$ cat config.mk
export PLATFORM = sky130hd
export DESIGN_NAME = kernel_equiv_seq
export DESIGN_NICKNAME = d
export VERILOG_FILES = /design/src/rtl/kernel_equiv_seq.sv
export SDC_FILE = /design/constraint.sdc
export NUM_CORES = 1
export LEC_CHECK = 0
export ABC_CLOCK_PERIOD_IN_PS = 3390
export CORE_MARGIN = 2
export CORE_UTILIZATION = 50
export DETAILED_ROUTE_END_ITERATION = 10
export PLACE_DENSITY = 0.83
export RECOVER_POWER = 100
export SYNTH_ARGS = -nofsm -noshare
export SYNTH_HDL_FRONTEND = slang
export SYNTH_SLANG_ARGS = --single-unit
$ cat constraint.sdc
create_clock -name clk -period 3.39 [get_ports clk]
set_input_delay 0.339 -clock clk [delete_from_list [all_inputs] [get_ports clk]]
set_output_delay 0.339 -clock clk [all_outputs]
set_load 0.02 [all_outputs]
$ cat src/rtl/kernel_equiv_seq.sv
// Sequential equivalence checker: drives stimulus vectors (exhaustive or LFSR) into a
// golden and a mapped combinational kernel and counts output disagreements.
module kernel_equiv_seq (
  input  logic        clk,
  input  logic        rst_n,
  input  logic        start,
  input  logic        abort,
  input  logic        mode,
  input  logic [14:0] lfsr_seed,
  input  logic [15:0] num_vec,
  output logic [14:0] vec_out,
  input  logic        ref_in,
  input  logic        dut_in,
  output logic        busy,
  output logic        done,
  output logic        pass,
  output logic [15:0] mism_cnt,
  output logic [14:0] first_fail_vec,
  output logic        first_fail_valid
);

  typedef enum logic [1:0] {
    S_IDLE = 2'd0,
    S_RUN  = 2'd1,
    S_DONE = 2'd2
  } state_e;

  state_e      state_q, state_d;
  logic [14:0] vec_q, vec_d;
  logic [15:0] left_q, left_d;   // vectors remaining after the current one
  logic        mode_q, mode_d;
  logic [15:0] mism_q, mism_d;
  logic [14:0] ffv_q, ffv_d;
  logic        ffok_q, ffok_d;
  logic        pass_q, pass_d;

  logic        mismatch;
  logic        last_vec;
  logic [14:0] seed_fix;
  logic [14:0] vec_next;
  logic [15:0] mism_inc;

  // An all-zero LFSR state would lock up, so it is replaced by 1.
  assign seed_fix = (lfsr_seed == 15'd0) ? 15'd1 : lfsr_seed;
  assign vec_next = mode_q ? {vec_q[13:0], vec_q[14] ^ vec_q[13]} : vec_q + 15'd1;
  assign mismatch = ref_in ^ dut_in;
  assign last_vec = (left_q == 16'd0);
  assign mism_inc = (mism_q == 16'hFFFF) ? mism_q : mism_q + 16'd1;

  always_comb begin
    // NOTE: every next-state signal gets a default before the case, so no path can infer a latch.
    state_d = state_q;
    vec_d   = vec_q;
    left_d  = left_q;
    mode_d  = mode_q;
    mism_d  = mism_q;
    ffv_d   = ffv_q;
    ffok_d  = ffok_q;
    pass_d  = pass_q;

    unique case (state_q)
      S_IDLE: begin
        if (start) begin
          mode_d = mode;
          mism_d = 16'd0;
          ffv_d  = 15'd0;
          ffok_d = 1'b0;
          if (mode) begin
            vec_d  = seed_fix;
            left_d = num_vec - 16'd1;
            if (num_vec == 16'd0) begin
              state_d = S_DONE;
              pass_d  = 1'b1;
            end else begin
              state_d = S_RUN;
            end
          end else begin
            vec_d   = 15'd0;
            left_d  = 16'h7FFF;
            state_d = S_RUN;
          end
        end
      end

      S_RUN: begin
        // The compare of the current vector is counted even when abort ends the run here.
        if (mismatch) begin
          mism_d = mism_inc;
          if (!ffok_q) begin
            ffv_d  = vec_q;
            ffok_d = 1'b1;
          end
        end
        if (abort) begin
          state_d = S_IDLE;
        end else if (last_vec) begin
          state_d = S_DONE;
          pass_d  = (mism_d == 16'd0);
        end else begin
          vec_d  = vec_next;
          left_d = left_q - 16'd1;
        end
      end

      S_DONE: state_d = S_IDLE;

      default: state_d = S_IDLE;
    endcase
  end

  always_ff @(posedge clk or negedge rst_n) begin
    if (!rst_n) begin
      state_q <= S_IDLE;
      vec_q   <= 15'd0;
      left_q  <= 16'd0;
      mode_q  <= 1'b0;
      mism_q  <= 16'd0;
      ffv_q   <= 15'd0;
      ffok_q  <= 1'b0;
      pass_q  <= 1'b0;
    end else begin
      // NOTE: non-blocking assignments so every register samples pre-edge values.
      state_q <= state_d;
      vec_q   <= vec_d;
      left_q  <= left_d;
      mode_q  <= mode_d;
      mism_q  <= mism_d;
      ffv_q   <= ffv_d;
      ffok_q  <= ffok_d;
      pass_q  <= pass_d;
    end
  end

  assign vec_out          = vec_q;
  assign busy             = (state_q == S_RUN);
  assign done             = (state_q == S_DONE);
  assign pass             = pass_q;
  assign mism_cnt         = mism_q;
  assign first_fail_vec   = ffv_q;
  assign first_fail_valid = ffok_q;

endmodule

==> results by group, run 1 <==
Clock network
  – Clock Sinks: 67
  – CTS tree: built
  – CTS Buffer Depth: 2
  – Post-CTS Resized: 0
  – Clk_lat worst skew: ~0.35 ns
  – H-Tree Depth: 3
  – Hold-fix buffers at CTS: 0
  – Setup bufs post-CTS: 0
  – Root cell of the clock tree: clkbuf_8
  – CTS Buf Count: 9
  – Clock-pin transition on the worst setup and hold timing paths: roughly 0.07 ns

Floorplan
  – Core ar.: ~8600 um^2
  – Initial core utilization: 0.510
  – Die Wd: about 98 um
  – I/O pins: around 90
  – Die height: roughly 98 um
  – Die Area: approximately 9600 um^2
  – Row count: 34

Route
  – Vias per cell: between 6 and 7
  – WL final: 12100 um
  – Top routing layer in use: met4
  – DR pass1 iterations: 5
  – DR iter-0 viols: between 300 and 400
  – WL met3: a little over 800 um
  – Post-route DRC: 0
  – Routed WL per cell: between 15 and 20 um
  – Via count: approximately 4500
  – Antenna viol nets, final: 0
  – Metal2 WL: ~5600 um
  – Metal-1 WL: between 5000 and 6000 um

Setup path
  – CP Launch Type: register
  – Worst Setup SP: mism_cnt[0]$_DFFE_PN0P_
  – Critical R2R Launch: mism_cnt[0]$_DFFE_PN0P_
  – Critical path peak fanout: 15
  – Req. time, crit path: between 3 and 4 ns
  – CP endpoint kind: register
  – R2R setup slack: approximately 0.45 ns
  – Crit path arrival time: 3.22 ns
  – Setup Crit Path Kind: reg -> reg

Placement
  – Number of buffers added on ports: 87
  – Post-DP HPWL: ~8600 um
  – Post-DP Area: about 5300 um^2
  – Routability cong.: between 0.8 and 0.9

Yosys
  – Mapped Nets: between 600 and 700
  – Async S/R FF share, synth: 1.00
  – Post-Synth Simple-Gate Area: 0.265
  – Combinational family with the most area after synthesis: simple AND/OR/NAND/NOR gates
  – Post-synthesis sequential area ratio: 0.380
  – Compound-Gate Fraction of Synth Area: 0.227
  – Post-Synth Adder-Cell Area: 0.0170
  – Synth top cells by count: nand2_1 (82), dfrtp_1 (67), nor2_1 (49)
  – Ranking of synthesized cells by area: dfrtp_1 (38%), nand2_1 (7.0%), a21oi_1 (5.0%)
  – Post-synth top area cell: dfrtp_1
  – Synth Cell Area: roughly 4400 um^2
  – Synth cell types: between 50 and 60
  – XOR/XNOR share of the synthesized area: 0.0573
  – Number of synthesized flops with an enable pin: 0
  – Synth warnings: 0
  – Top_reg_cell synth: dfrtp_1
  – Mapped Cells: between 500 and 600
  – Syn Area/Cell: approximately 7.9 um^2
  – Yosys reg bits: 67
  – Synth top area share: 0.380
  – Mux contribution to synthesized area: 0.00681
  – Count leader, synth: nand2_1

Power
  – PD cells: 563 nW/um^2
  – Net Switching: 1230 uW
  – IR drop worst, VDD: approximately 240 uV
  – Int Pwr: 1870 uW
  – Combinational power share: 0.357
  – Switching Fraction: 0.396
  – Leakage: 0.00221 uW
  – Clk pwr share: 0.234
  – Sequential share of power: 0.409

Global route
  – Vias in the first global route: 4159
  – Largest net degree at the start of global routing: 38
  – First-pass GRT wire length: 20100 um
  – Gr usage total: 0.253
  – Global route overflow: 0
  – Initial antenna violation count: 0

STA
  – TNS Setup: 0 ns
  – Hold Violations, Final: 0
  – Max Fclk: between 0.3 and 0.4 GHz
  – Clock skew: between 0.006 and 0.007 ns
  – Min Tclk post-route: slightly below 3 ns
  – Fin. max-slew vios: 31
  – RSZ-0062 raised after global routing: false
  – Final setup violation count: 0
  – Worst Tran Pin Value: around 1.7 ns
  – Worst relative slew slack: -0.166
  – Fin crit share: 0.869

Job
  – Max-cap violations: 1

Finish
  – NumNets Final: 671
  – Fraction of layout cells with a size suffix above 1: 0.0380
  – Final instance area: about 5500 um^2
  – Area Overhead vs Synth: 24.9%
  – N_diodes: 0

Run status
  – Status: finished with violations
  – Failing checks: max-capacitance violations, max-slew violations

Min path
  – HP Class: in -> async
-- state kept, by name (all words and copies together), names as in the netlist --
register / flops
left_q: 16
mism_cnt: 16
first_fail_vec: 15
vec_out: 15
state_q: 2
first_fail_valid: 1
mode_q: 1
pass: 1
-- layout make-up --
class | count | area [um^2]
multi-input combinational | 439 | 2510
fill | 747 | 3130
clock buffer | 9 | 124
tap | 108 | 135
timing repair buffer | 95 | 911
inverter | 15 | 56.3
clock inverter | 7 | 92.6
sequential | 67 | 1680
-- through the flow --
stage                     cells  power [uW]  setup WS (ns)  utilization  hold WS, ns
final                       740        3100          0.446        0.637        0.448
after global placement      724        2400          0.496        0.616        0.429
after floorplan             557        1940          0.791            -       0.0434
after CTS                   740        3170          0.455        0.641       0.0703
after global routing        740        3300          0.262        0.637        0.505
after detailed placement    724        2440          0.433        0.616        0.445
-- worst max-delay path, cell delays in order, from the launching register on --
cell and delay (ns):
dfrtp_1 0.45, ha_1 0.28, nand4_1 0.11, or4_1 0.79
and3_1 0.34, xnor2_1 0.14, nand3_1 0.10, or4_1 0.51
a21oi_1 0.14
-- final timing paths --
| path | to | cells after the start |
|---|---|---|
| worst max-delay path | pass$_DFFE_PN0P_ | 8 |
| min in group clk | first_fail_vec[0]$_DFFE_PN0P_ | 2 |
| worst min register to register | first_fail_vec[0]$_DFFE_PN0P_ | 2 |
| worst min-delay path | mism_cnt[12]$_DFFE_PN0P_ | 1 |
| worst max register to register | pass$_DFFE_PN0P_ | 8 |
| max in group asynchronous | vec_out[10]$_DFFE_PN0P_ | 2 |
-- metal layers --
| metal | vias up | global-route usage |
|---|---|---|
| li1 | 2166 | - |
| met1 | 2106 | 0.365 |
| met2 | 208 | 0.398 |
| met3 | 17 | 0.0344 |
| met4 | 0 | 0.0791 |
| met5 | - | 0 |
-- logic make-up (layout without fill, tap and decap cells) --
logic type | count (synthesis) | count (layout)
adder cells (fa/ha/maj) | 6 | 6
flip-flops | 67 | 67
AND/OR/NAND/NOR | 239 | 239
buffers and inverters | 51 | 126
AO/OA/AOI/OAI | 163 | 163
XOR/XNOR | 28 | 28
multiplexers | 3 | 3
-- power by group through the flow --
stage | sequential, uW | combinational [uW] | clock [uW]
floorplan | 1320 | 612 | 0
global placement | 1270 | 1130 | 0
detailed placement | 1280 | 1160 | 0
CTS | 1270 | 1170 | 736
global route | 1310 | 1220 | 777
finish | 1270 | 1110 | 726
-- placed cells by master, fill, tap and decap left out, types with 4 or more instances in the layout --
master / Yosys / layout
o21ai_0: 28 / 47
a32oi_1: 6 / 6
nor2_1: 49 / 49
clkdlybuf4s50_1: 0 / 35
a21o_1: 7 / 7
nand2b_1: 5 / 5
a221oi_1: 7 / 7
ha_1: 6 / 6
o21ai_1: 29 / 10
nand3_1: 20 / 20
xnor2_1: 13 / 14
nor3_1: 25 / 25
buf_4: 0 / 4
nor2b_1: 4 / 4
dfrtp_1: 67 / 67
a31oi_1: 5 / 5
xor2_1: 14 / 14
or3_1: 6 / 6
nand2_1: 82 / 82
clkbuf_1: 28 / 4
nor4_1: 11 / 11
nand4_1: 14 / 15
clkbuf_8: 0 / 9
inv_1: 15 / 15
a21oi_1: 44 / 44
o31ai_1: 10 / 10
dlygate4sd3_1: 0 / 51
o22a_1: 5 / 5
Note: power is estimated with default switching activity, not from simulation.
==> run 2, diff against run 1 <==
--- a/config.mk
+++ b/config.mk
@@ -7,9 +7,9 @@
 export LEC_CHECK = 0
 export ABC_CLOCK_PERIOD_IN_PS = 3390
 export CORE_MARGIN = 2
-export CORE_UTILIZATION = 50
+export CORE_UTILIZATION = 52
 export DETAILED_ROUTE_END_ITERATION = 10
-export PLACE_DENSITY = 0.83
+export PLACE_DENSITY = 0.85
 export RECOVER_POWER = 100
 export SYNTH_ARGS = -nofsm -noshare
 export SYNTH_HDL_FRONTEND = slang
==> results by group, run 2 (synthesis gave the netlist of run 1 again) <==
STA
  – Clock skew: 0.00733 ns (+0.000421 ns)
  – Worst Tran Pin Value: 1.62 ns (-0.125 ns)
  – Final setup violation count: 0 (unchanged)
  – Fin crit share: 0.869 (about the same)
  – Min Tclk post-route: 2.95 ns (+0.00182 ns)
  – Worst relative slew slack: -0.0823 (+0.0833)
  – Final WS setup: 0.444 ns (-0.00182 ns)
  – TNS Setup: 0 ns (unchanged)
  – Hold Violations, Final: 0 (unchanged)
  – Max Fclk: 0.339 GHz (about the same)
  – RSZ-0062 raised after global routing: false
  – Fin. max-slew vios: 31 (unchanged)

Run status
  – Status: finished with violations
  – Failing checks: max-capacitance violations, max-slew violations

Finish
  – Area Overhead vs Synth: 24.3%
  – Commonest non-fill, non-tap cell in the layout: nand2_1
  – Fin util: 0.667 (+0.0295)
  – Commonest non-fill, non-tap cells in the layout: nand2_1 (82), dfrtp_1 (67), dlygate4sd3_1 (51)
  – Post-Layout Cell Count: 736 (-0.54%)
  – Fraction of layout cells with a size suffix above 1: 0.0349 (-0.00311)
  – N_diodes: 0 (unchanged)
  – NumNets Final: 671 (unchanged)

Floorplan
  – Initial core utilization: 0.536 (+0.0260)
  – Die height: 96.1 um (-1.9%)
  – I/O pins: 88 (unchanged)
  – Core ar.: 8220 um^2 (-4.9%)
  – Row count: 33 (-2.9%)
  – Die Wd: 96.1 um (-1.9%)
  – Die Area: 9230 um^2 (-3.7%)

Setup path
  – CP endpoint kind: register
  – Req. time, crit path: 3.67 ns (about the same)
  – Critical path peak fanout: 15 (unchanged)
  – CP Launch Type: register
  – Setup Crit Path Kind: reg -> reg
  – Crit path arrival time: 3.22 ns (about the same)

Global route
  – Initial antenna violation count: 0 (unchanged)
  – First-pass GRT wire length: 20100 um (-0.41%)
  – Vias in the first global route: 4231 (+1.7%)
  – Global route overflow: 0 (unchanged)
  – Largest net degree at the start of global routing: 43 (+13%)
  – Gr usage total: 0.277 (+0.0236)

Job
  – Max-cap violations: 1 (unchanged)

Clock network
  – Root cell of the clock tree: clkbuf_8
  – Post-CTS Resized: 0 (unchanged)
  – Clock-pin transition on the worst setup and hold timing paths: 0.07 ns (about the same)
  – Hold-fix buffers at CTS: 0 (unchanged)
  – H-Tree Depth: 3 (unchanged)
  – Clk_lat worst skew: 0.35 ns (about the same)
  – CTS Buf Count: 9 (unchanged)
  – CTS tree: built
  – Setup bufs post-CTS: 0 (unchanged)
  – Clock Sinks: 67 (unchanged)
  – CTS Buffer Depth: 2 (unchanged)

Placement
  – Pre-CTS setup slack: 0.392 ns (-0.0411 ns)
  – Post-DP HPWL: 8660 um (+0.93%)
  – Routability cong.: 0.968 (+7.9%)
  – Placed cell count: 721 (-0.41%)
  – Number of buffers added on ports: 87 (unchanged)

Power
  – Leakage: 0.00221 uW (about the same)
  – PD cells: 557 nW/um^2 (-1.1%)
  – IR drop worst, VDD: 259 uV (+8.2%)

Min path
  – HP Class: in -> async

Route
  – DR pass1 iterations: 5 (unchanged)
  – Post-route DRC: 0 (unchanged)
  – Via count: 4632 (+3.0%)
  – WL final: 12400 um (+2.7%)
  – Routed WL per cell: 16.8 um (+3.3%)
  – DR iter-0 viols: 386 (+6.3%)
  – Antenna viol nets, final: 0 (unchanged)
  – Vias per cell: 6.29 (+3.6%)
run 2: critical path, cell delays in order (launching register included):
cell and delay [ns]:
dfrtp_1 0.44, ha_1 0.28, nand4_1 0.11, or4_1 0.80
and3_1 0.34, xnor2_1 0.14, nand3_1 0.11, or4_1 0.51
a21oi_1 0.14
run 2: final timing paths:
kind	endpoint	slack, ns	startpoint	depth (start not counted)
setup / recovery	pass$_DFFE_PN0P_	0.44	mism_cnt[0]$_DFFE_PN0P_	8
hold / removal	left_q[3]$_DFFE_PN0P_	0.40	rst_n	1
setup reg to reg	pass$_DFFE_PN0P_	0.44	mism_cnt[0]$_DFFE_PN0P_	8
hold reg to reg	first_fail_vec[10]$_DFFE_PN0P_	0.48	first_fail_vec[10]$_DFFE_PN0P_	2
max in group asynchronous	first_fail_vec[13]$_DFFE_PN0P_	1.27	rst_n	2
min in group clk	first_fail_vec[10]$_DFFE_PN0P_	0.48	first_fail_vec[10]$_DFFE_PN0P_	2
run 2: where the power goes:
group / internal [uW] / total (uW) / switching (uW)
clock: 376 / 673 / 297
sequential: 987 / 1270 / 286
combinational: 474 / 1110 / 634
total: 1840 / 3050 / 1220
run 2: layout make-up:
cell class	instances	area, um^2
clock buffer	13	159
clock inverter	2	35.0
fill	689	2740
inverter	15	56.3
multi-input combinational	439	2510
sequential	67	1680
tap	105	131
timing repair buffer	95	912
run 2: metrics by stage:
stage	hold slack [ns]	cell area (um^2)	power [uW]
3_3_place_gp	0.408	5320	2390
4_1_cts	0.0524	5510	3110
6_report	0.397	5480	3050
2_1_floorplan	0.0434	4410	1940
5_1_grt	0.508	5480	3240
3_5_place_dp	0.413	5320	2450
run 2: routing by layer:
layer,share of wire,track usage
met1,0.43,0.380
met2,0.47,0.438
met3,0.087,0.0509
met4,0.016,0.0976
met5,0,0
